### src/rtl/map_ss_seq.sv
// -----------------------------------------------------------------------------
// map_ss_seq
//
// Save-state sequencer for mapper cores. Walks a window of the mapper
// save-state register space to either stream a snapshot out to the host
// (SAVE, mapper -> host) or stream one back in (LOAD, host -> mapper).
// Before any transfer the mapper-index register is read and compared with the
// index the host expects; a mismatch sets a sticky id_err and the command
// completes without touching the window.
//
// Parameters
//   RD_WAIT   cycles ss_addr is held before ss_rdat is sampled (>= 1)
//   WR_HOLD   cycles ss_we is held high per written register (>= 1)
//   IDX_ADDR  ss_addr of the mapper-index register
//
// Ports
//   clk        system clock
//   rst_n      asynchronous active-low reset
//   start      1-cycle command strobe, only honoured while idle
//   mode       0 = SAVE, 1 = LOAD (sampled with start)
//   base       first ss_addr of the window (sampled with start)
//   count      registers to transfer, 0 means 256 (sampled with start)
//   exp_idx    expected mapper index (sampled with start)
//   abort      terminate the current command
//   busy       command in progress
//   done       1-cycle pulse on normal completion
//   aborted    1-cycle pulse on abort exit
//   id_err     sticky index mismatch flag, cleared by the next accepted start
//   ss_act     save-state access active
//   ss_we      save-state register write strobe
//   ss_addr    save-state register address
//   ss_wdat    write data to the mapper
//   ss_rdat    read data from the mapper
//   out_valid  SAVE stream byte valid
//   out_data   SAVE stream byte
//   out_ready  host accepts the SAVE byte
//   in_valid   LOAD stream byte valid
//   in_data    LOAD stream byte
//   in_ready   block accepts the LOAD byte
// -----------------------------------------------------------------------------
module map_ss_seq #(
    parameter int         RD_WAIT  = 2,
    parameter int         WR_HOLD  = 2,
    parameter logic [7:0] IDX_ADDR = 8'd127
) (
    input  logic       clk,
    input  logic       rst_n,
    input  logic       start,
    input  logic       mode,
    input  logic [7:0] base,
    input  logic [7:0] count,
    input  logic [7:0] exp_idx,
    input  logic       abort,
    output logic       busy,
    output logic       done,
    output logic       aborted,
    output logic       id_err,
    output logic       ss_act,
    output logic       ss_we,
    output logic [7:0] ss_addr,
    output logic [7:0] ss_wdat,
    input  logic [7:0] ss_rdat,
    output logic       out_valid,
    output logic [7:0] out_data,
    input  logic       out_ready,
    input  logic       in_valid,
    input  logic [7:0] in_data,
    output logic       in_ready
);

    typedef enum logic [2:0] {
        S_IDLE    = 3'd0,
        S_IDCHK   = 3'd1,
        S_RD_WAIT = 3'd2,
        S_RD_PUSH = 3'd3,
        S_WR_PULL = 3'd4,
        S_WR_HOLD = 3'd5,
        S_DONE    = 3'd6
    } state_t;

    // The wait counter serves both the read settle time and the write hold.
    // WR_HOLD needs one extra count for the trailing cycle in which ss_we is
    // already low but address/data are still held for the mapper.
    localparam int MAX_WAIT = (RD_WAIT > WR_HOLD) ? RD_WAIT : WR_HOLD;
    localparam int CNT_W    = $clog2(MAX_WAIT + 1);

    localparam logic [CNT_W-1:0] RD_LAST  = CNT_W'(RD_WAIT - 1);
    localparam logic [CNT_W-1:0] WE_CYCLES = CNT_W'(WR_HOLD);

    state_t           state_reg;
    state_t           state_next;

    logic             mode_reg;
    logic [7:0]       base_reg;
    logic [7:0]       exp_idx_reg;
    logic [8:0]       remaining_reg;
    logic [CNT_W-1:0] wait_cnt_reg;
    logic [7:0]       ss_addr_reg;
    logic [7:0]       ss_wdat_reg;
    logic [7:0]       out_data_reg;
    logic             id_err_reg;
    logic             aborted_reg;

    logic             start_ok;
    logic             abort_ok;
    logic             rd_last;
    logic             wr_last;
    logic             last_reg;
    logic             id_ok;
    logic             counting;

    // ------------------------------------------------------------------
    // Shared decode
    // ------------------------------------------------------------------
    always_comb begin
        start_ok = (state_reg == S_IDLE) && start;
        abort_ok = (state_reg != S_IDLE) && abort;
        rd_last  = (wait_cnt_reg == RD_LAST);
        wr_last  = (wait_cnt_reg == WE_CYCLES);
        last_reg = (remaining_reg == 9'd1);
        id_ok    = (ss_rdat == exp_idx_reg);
        counting = (state_reg == S_IDCHK) || (state_reg == S_RD_WAIT) ||
                   (state_reg == S_WR_HOLD);
    end

    // ------------------------------------------------------------------
    // FSM: state register
    // ------------------------------------------------------------------
    always_ff @(posedge clk or negedge rst_n) begin
        if (!rst_n) begin
            state_reg <= S_IDLE;
        end else begin
            state_reg <= state_next;
        end
    end

    // ------------------------------------------------------------------
    // FSM: next-state logic. Abort overrides everything outside IDLE, so a
    // start and abort arriving together while idle still starts a command.
    // ------------------------------------------------------------------
    always_comb begin
        state_next = state_reg;
        if (abort_ok) begin
            state_next = S_IDLE;
        end else begin
            case (state_reg)
                S_IDLE: begin
                    if (start) begin
                        state_next = S_IDCHK;
                    end
                end
                S_IDCHK: begin
                    if (rd_last) begin
                        if (!id_ok) begin
                            state_next = S_DONE;
                        end else if (mode_reg) begin
                            state_next = S_WR_PULL;
                        end else begin
                            state_next = S_RD_WAIT;
                        end
                    end
                end
                S_RD_WAIT: begin
                    if (rd_last) begin
                        state_next = S_RD_PUSH;
                    end
                end
                S_RD_PUSH: begin
                    if (out_ready) begin
                        state_next = last_reg ? S_DONE : S_RD_WAIT;
                    end
                end
                S_WR_PULL: begin
                    if (in_valid) begin
                        state_next = S_WR_HOLD;
                    end
                end
                S_WR_HOLD: begin
                    if (wr_last) begin
                        state_next = last_reg ? S_DONE : S_WR_PULL;
                    end
                end
                S_DONE: begin
                    state_next = S_IDLE;
                end
                default: begin
                    state_next = S_IDLE;
                end
            endcase
        end
    end

    // ------------------------------------------------------------------
    // FSM: outputs. busy and ss_act are already low in DONE so they fall
    // on the same edge that raises done.
    // ------------------------------------------------------------------
    always_comb begin
        busy      = 1'b0;
        ss_act    = 1'b0;
        ss_we     = 1'b0;
        out_valid = 1'b0;
        in_ready  = 1'b0;
        done      = 1'b0;
        case (state_reg)
            S_IDCHK, S_RD_WAIT, S_RD_PUSH, S_WR_PULL: begin
                busy   = 1'b1;
                ss_act = 1'b1;
                if (state_reg == S_RD_PUSH) begin
                    out_valid = 1'b1;
                end
                if (state_reg == S_WR_PULL) begin
                    in_ready = 1'b1;
                end
            end
            S_WR_HOLD: begin
                busy   = 1'b1;
                ss_act = 1'b1;
                // High for the first WR_HOLD cycles, low for the trailing one.
                ss_we  = (wait_cnt_reg < WE_CYCLES);
            end
            S_DONE: begin
                done = 1'b1;
            end
            default: begin
                busy = 1'b0;
            end
        endcase
    end

    assign ss_addr  = ss_addr_reg;
    assign ss_wdat  = ss_wdat_reg;
    assign out_data = out_data_reg;
    assign id_err   = id_err_reg;
    assign aborted  = aborted_reg;

    // ------------------------------------------------------------------
    // Datapath registers
    // ------------------------------------------------------------------
    always_ff @(posedge clk or negedge rst_n) begin
        if (!rst_n) begin
            mode_reg      <= 1'b0;
            base_reg      <= 8'd0;
            exp_idx_reg   <= 8'd0;
            remaining_reg <= 9'd0;
            wait_cnt_reg  <= '0;
            ss_addr_reg   <= 8'd0;
            ss_wdat_reg   <= 8'd0;
            out_data_reg  <= 8'd0;
            id_err_reg    <= 1'b0;
            aborted_reg   <= 1'b0;
        end else begin
            aborted_reg <= abort_ok;

            // Every timed state is entered with the counter at zero.
            if (counting && (state_next == state_reg)) begin
                wait_cnt_reg <= wait_cnt_reg + 1'b1;
            end else begin
                wait_cnt_reg <= '0;
            end

            if (!abort_ok) begin
                case (state_reg)
                    S_IDLE: begin
                        if (start_ok) begin
                            mode_reg      <= mode;
                            base_reg      <= base;
                            exp_idx_reg   <= exp_idx;
                            // count==0 encodes a full 256-register window.
                            remaining_reg <= {(count == 8'd0), count};
                            id_err_reg    <= 1'b0;
                            ss_addr_reg   <= IDX_ADDR;
                        end
                    end
                    S_IDCHK: begin
                        if (rd_last) begin
                            if (id_ok) begin
                                ss_addr_reg <= base_reg;
                            end else begin
                                id_err_reg <= 1'b1;
                            end
                        end
                    end
                    S_RD_WAIT: begin
                        if (rd_last) begin
                            out_data_reg <= ss_rdat;
                        end
                    end
                    S_RD_PUSH: begin
                        if (out_ready) begin
                            remaining_reg <= remaining_reg - 9'd1;
                            ss_addr_reg   <= ss_addr_reg + 8'd1;
                        end
                    end
                    S_WR_PULL: begin
                        if (in_valid) begin
                            ss_wdat_reg <= in_data;
                        end
                    end
                    S_WR_HOLD: begin
                        if (wr_last) begin
                            remaining_reg <= remaining_reg - 9'd1;
                            ss_addr_reg   <= ss_addr_reg + 8'd1;
                        end
                    end
                    default: begin
                        mode_reg <= mode_reg;
                    end
                endcase
            end
        end
    end

endmodule

### config.mk
export PLATFORM = sky130hd
export DESIGN_NAME = map_ss_seq
export DESIGN_NICKNAME = d
export VERILOG_FILES = /design/src/rtl/map_ss_seq.sv
export SDC_FILE = /design/constraint.sdc
export NUM_CORES = 1
export LEC_CHECK = 0
export ABC_AREA = 1
export ABC_CLOCK_PERIOD_IN_PS = 1800
export CAP_MARGIN = 25
export CORE_MARGIN = 2
export CORE_UTILIZATION = 35
export DETAILED_ROUTE_END_ITERATION = 7
export GPL_TIMING_DRIVEN = 0
export SLEW_MARGIN = 20
export SYNTH_ARGS = -nofsm -noshare
export SYNTH_HDL_FRONTEND = slang
export SYNTH_SLANG_ARGS = --single-unit
### constraint.sdc
create_clock -name clk -period 1.8 [get_ports clk]
set_input_delay 0.27 -clock clk [delete_from_list [all_inputs] [get_ports clk]]
set_output_delay 0.27 -clock clk [all_outputs]
set_load 0.01 [all_outputs]
==> results_dict.tcl <==
set metrics [dict create \
    status "finished clean" \
    totalWireLength_um 7654 \
    number_of_global_route_vias_before_repair 2694 \
    design_area_mm2 0.004390 \
    synthXorXnorAreaFrac_pct 2.370 \
    timing.critical_path.required_ps 2050 \
    clock_tree.root_cell "clkbuf_8" \
    mostFrequentLayoutCell "nand2_1" \
    routabilityCongestion 0.9149 \
    floorplan.die_area_mm2 0.009199 \
    met3_usage_pct 7.753 \
    hold_path.class "input pin to async pin" \
    syn_area_mm2 0.002957 \
    path_common_cell "nand2_4" \
    die_h_um 95.91 \
    dpl_cell_area_mm2 0.003894 \
    drt-wirelength-per-cell_um 13.38 \
    leakage_nw 2.045 \
    avgViaCountPerCell 4.827 \
    globalRouteMet2Util_pct 28.03 \
    area.sequential_mm2 0.001430 \
    synth_warnings 0 \
    grt_first_pass_wirelength_um 12500 \
    synth_compound_gate_area_share_pct 10.54 \
    final.fill_count 765 \
    placeableCoreArea_mm2 0.008217 \
    path_clk_slew_ps 70 \
    synth_cell_type_count 36 \
    die_w_um 95.91 \
    cp_slowest_stage_delay_ps 430 \
    cap_viol_max_count 0 \
    globalRouteOverflowTotal 0 \
    pin_count_of_the_biggest_net_entering_global_routing 47 \
    synth-seq-cells 57 \
    dr.first_iter.drc_count 182 \
    max_freq_mhz 564.8 \
    post_synth_inst_count 358 \
    critPathSlowestCell "dfrtp_2" \
    synthesis.nets 410 \
    htree_num_levels 3 \
    area_of_the_multi_input_gates_mm2 0.001459 \
    combinational_family_with_the_most_area_after_synthesis "simple AND/OR/NAND/NOR gates" \
    critical_path_peak_fanout 5 \
    setup.worst_path.end_class "flip-flop" \
    largest_register_ff_count 9 \
    io_pins 79 \
    antenna_found_initial 0 \
    clk_path_buf_depth 2 \
    data_arrival_at_the_endpoint_of_the_critical_path_ps 2020 \
    synth_sequential_area_ratio_pct 48.24 \
    num_rows 33 \
    synthAdderAreaFrac_pct 2.116 \
    vias 2761 \
    layout-drive-gt1-share_pct 18.84 \
    setup-tns-final_ps 0 \
    finalWorstSetupSlack_ps 29.41 \
    rsz_0062_raised_after_global_routing "yes" \
    antenna_cells_inserted 0 \
    ir_drop_worst_case_vdd_mv 0.6382 \
    finalSetupViolCount 0 \
    hold_viol 0 \
    tritoncts_num_sinks 57 \
    grt.busiest_layer "met2" \
    final_cell_mix "97 x nand2_1, 71 x clkdlybuf4s50_1, 54 x dfrtp_1, 28 x inv_1, 25 x nor2_1" \
    dp_hpwl_um 5519 \
    antenna_left 0 \
    finish.net_count 514 \
    initial_utilization_pct 35.98 \
    drcViolationCount 0 \
    timing.final.max_slew_violations 0 \
    timing.clock.skew_ps 10.34 \
    drt_pass1_iterations 5 \
    insertion_delay_ps 340 \
    area_growth_pct 48.50 \
    power.density_mw_per_mm2 1694 \
    timing.slew.headroom_pct 70.23 \
    critPathKind "flip-flop to flip-flop" \
    report.power.total_mw 7.438 \
    tightestPinTransition_ps 446.6 \
    tritoncts "done" \
    cp-start-kind "flip-flop" \
    port_buffers 78 \
    track_usage_pct 17.63 \
    place_ws_ps -140.2 \
    cts_made_buffers 9 \
    final.period_utilization_pct 98.37 \
    min_period_ps 1771 \
    syn_area_per_cell_um2 8.259 \
    crit_chain "clkinvlp_4 > buf_4 > nand3b_1 > nand2_4 > inv_4 > nand2_4 > nor3_4 > nand2_2 > buf_6 > a22oi_2" \
    synthMuxAreaShare_pct 4.951 \
    met1_usage_pct 21.37 \
    post_synth_simple_gate_area_pct 25.60 \
]
what timing repair did:
| item | 4_1_cts | 5_1_grt |
|---|---|---|
| gates resized for setup | 19 | 37 |
| pin swaps | 2 | 9 |
| hold buffers | 1 | 0 |
| endpoints found under the hold margin | 11 | 0 |
| endpoints found under the setup margin | 27 | 25 |
| cloned | 0 | 2 |
| setup buffers | 2 | 9 |
routing by layer:
layer / vias up / share of wire, %
li1: 1382 / -
met1: 1279 / 44
met2: 91 / 46
met3: 9 / 8.7
met4: 0 / 1.0
met5: - / 0
worst paths after layout:
| path | startpoint | cells after the start | end | slack, ps |
|---|---|---|---|---|
| max reg2reg | state_reg[0]$_DFF_PN0_ | 10 | ss_addr[4]$_DFFE_PN0P_ | 30 |
| min reg2reg | wait_cnt_reg[0]$_DFF_PN0_ | 1 | wait_cnt_reg[0]$_DFF_PN0_ | 470 |
| min in group clk | exp_idx[7] | 3 | exp_idx_reg[7]$_DFFE_PN0P_ | 460 |
| min | rst_n | 2 | remaining_reg[3]$_DFFE_PN0P_ | 310 |
| max in group asynchronous | rst_n | 3 | state_reg[0]$_DFF_PN0_ | 980 |
| max | state_reg[0]$_DFF_PN0_ | 10 | ss_addr[4]$_DFFE_PN0P_ | 30 |
power by group:
part	leakage (nW)	total [mW]	switching, mW	internal, mW
logic	1.22	3.59	1.85	1.74
clock network	0.127	1.54	0.538	0.999
registers	0.697	2.32	0.443	1.87
total	2.05	7.44	2.83	4.61
logic make-up after synthesis:
family,count (synthesis)
buffers and inverters,44
AND/OR/NAND/NOR,175
adder cells (fa/ha/maj),5
XOR/XNOR,8
multiplexers,13
flip-flops,57
AO/OA/AOI/OAI,56
critical path, delay by kind of cell, from the launching register on:
| kind | cells | cell delay (ps) |
|---|---|---|
| flops | 1 | 430 |
| simple gates | 5 | 590 |
| compound gates | 1 | 150 |
| buf+inv | 4 | 530 |
Yosys cell counts:
master | n | area, µm²
nor4_1 | 2 | 12.51
nor3_1 | 3 | 15.01
o21ai_0 | 24 | 120.1
a21oi_1 | 13 | 65.06
inv_2 | 1 | 3.750
buf_4 | 1 | 7.510
a221oi_1 | 1 | 8.760
xor2_1 | 1 | 8.760
nor2_1 | 31 | 116.4
mux2_2 | 13 | 146.4
a211oi_1 | 1 | 7.510
ha_1 | 5 | 62.56
nand2_4 | 2 | 22.52
nand2_1 | 101 | 379.1
nand2_2 | 4 | 25.02
clkbuf_1 | 3 | 11.26
xnor2_1 | 7 | 61.31
o21ai_1 | 4 | 20.02
nand3_1 | 23 | 115.1
a21boi_0 | 2 | 15.01
o21bai_1 | 1 | 7.510
nor2_4 | 1 | 11.26
buf_6 | 1 | 11.26
nand4_1 | 3 | 18.77
inv_1 | 33 | 123.9
nand3b_1 | 2 | 15.01
dfrtp_1 | 57 | 1426
a22oi_1 | 3 | 22.52
a31oi_1 | 5 | 31.28
nor3_2 | 1 | 10.01
nor2_2 | 1 | 6.260
nand3_2 | 1 | 10.01
o22ai_1 | 1 | 6.260
buf_2 | 4 | 20.02
clkinv_2 | 1 | 5.000
o211ai_1 | 1 | 7.510
final cells by class:
cell class	instances	share of cell area, %
sequential	57	32.57
multi-input combinational	257	33.23
timing repair buffer	93	20.95
clock buffer	12	3.534
inverter	35	3.135
clock inverter	4	2.251
tap	105	2.992
buffer	9	1.339
metrics by stage:
stage / std cells / hold WS, ps / util (%)
3_5_place_dp: 542 / 134.3 / 47.39
6_report: 572 / 310.8 / 53.43
2_1_floorplan: 358 / -25.59 / -
4_1_cts: 561 / 296.2 / 51.04
5_1_grt: 572 / 323.1 / 53.43
3_3_place_gp: 541 / 452.4 / 47.08
(Power assumes the default switching activity.)
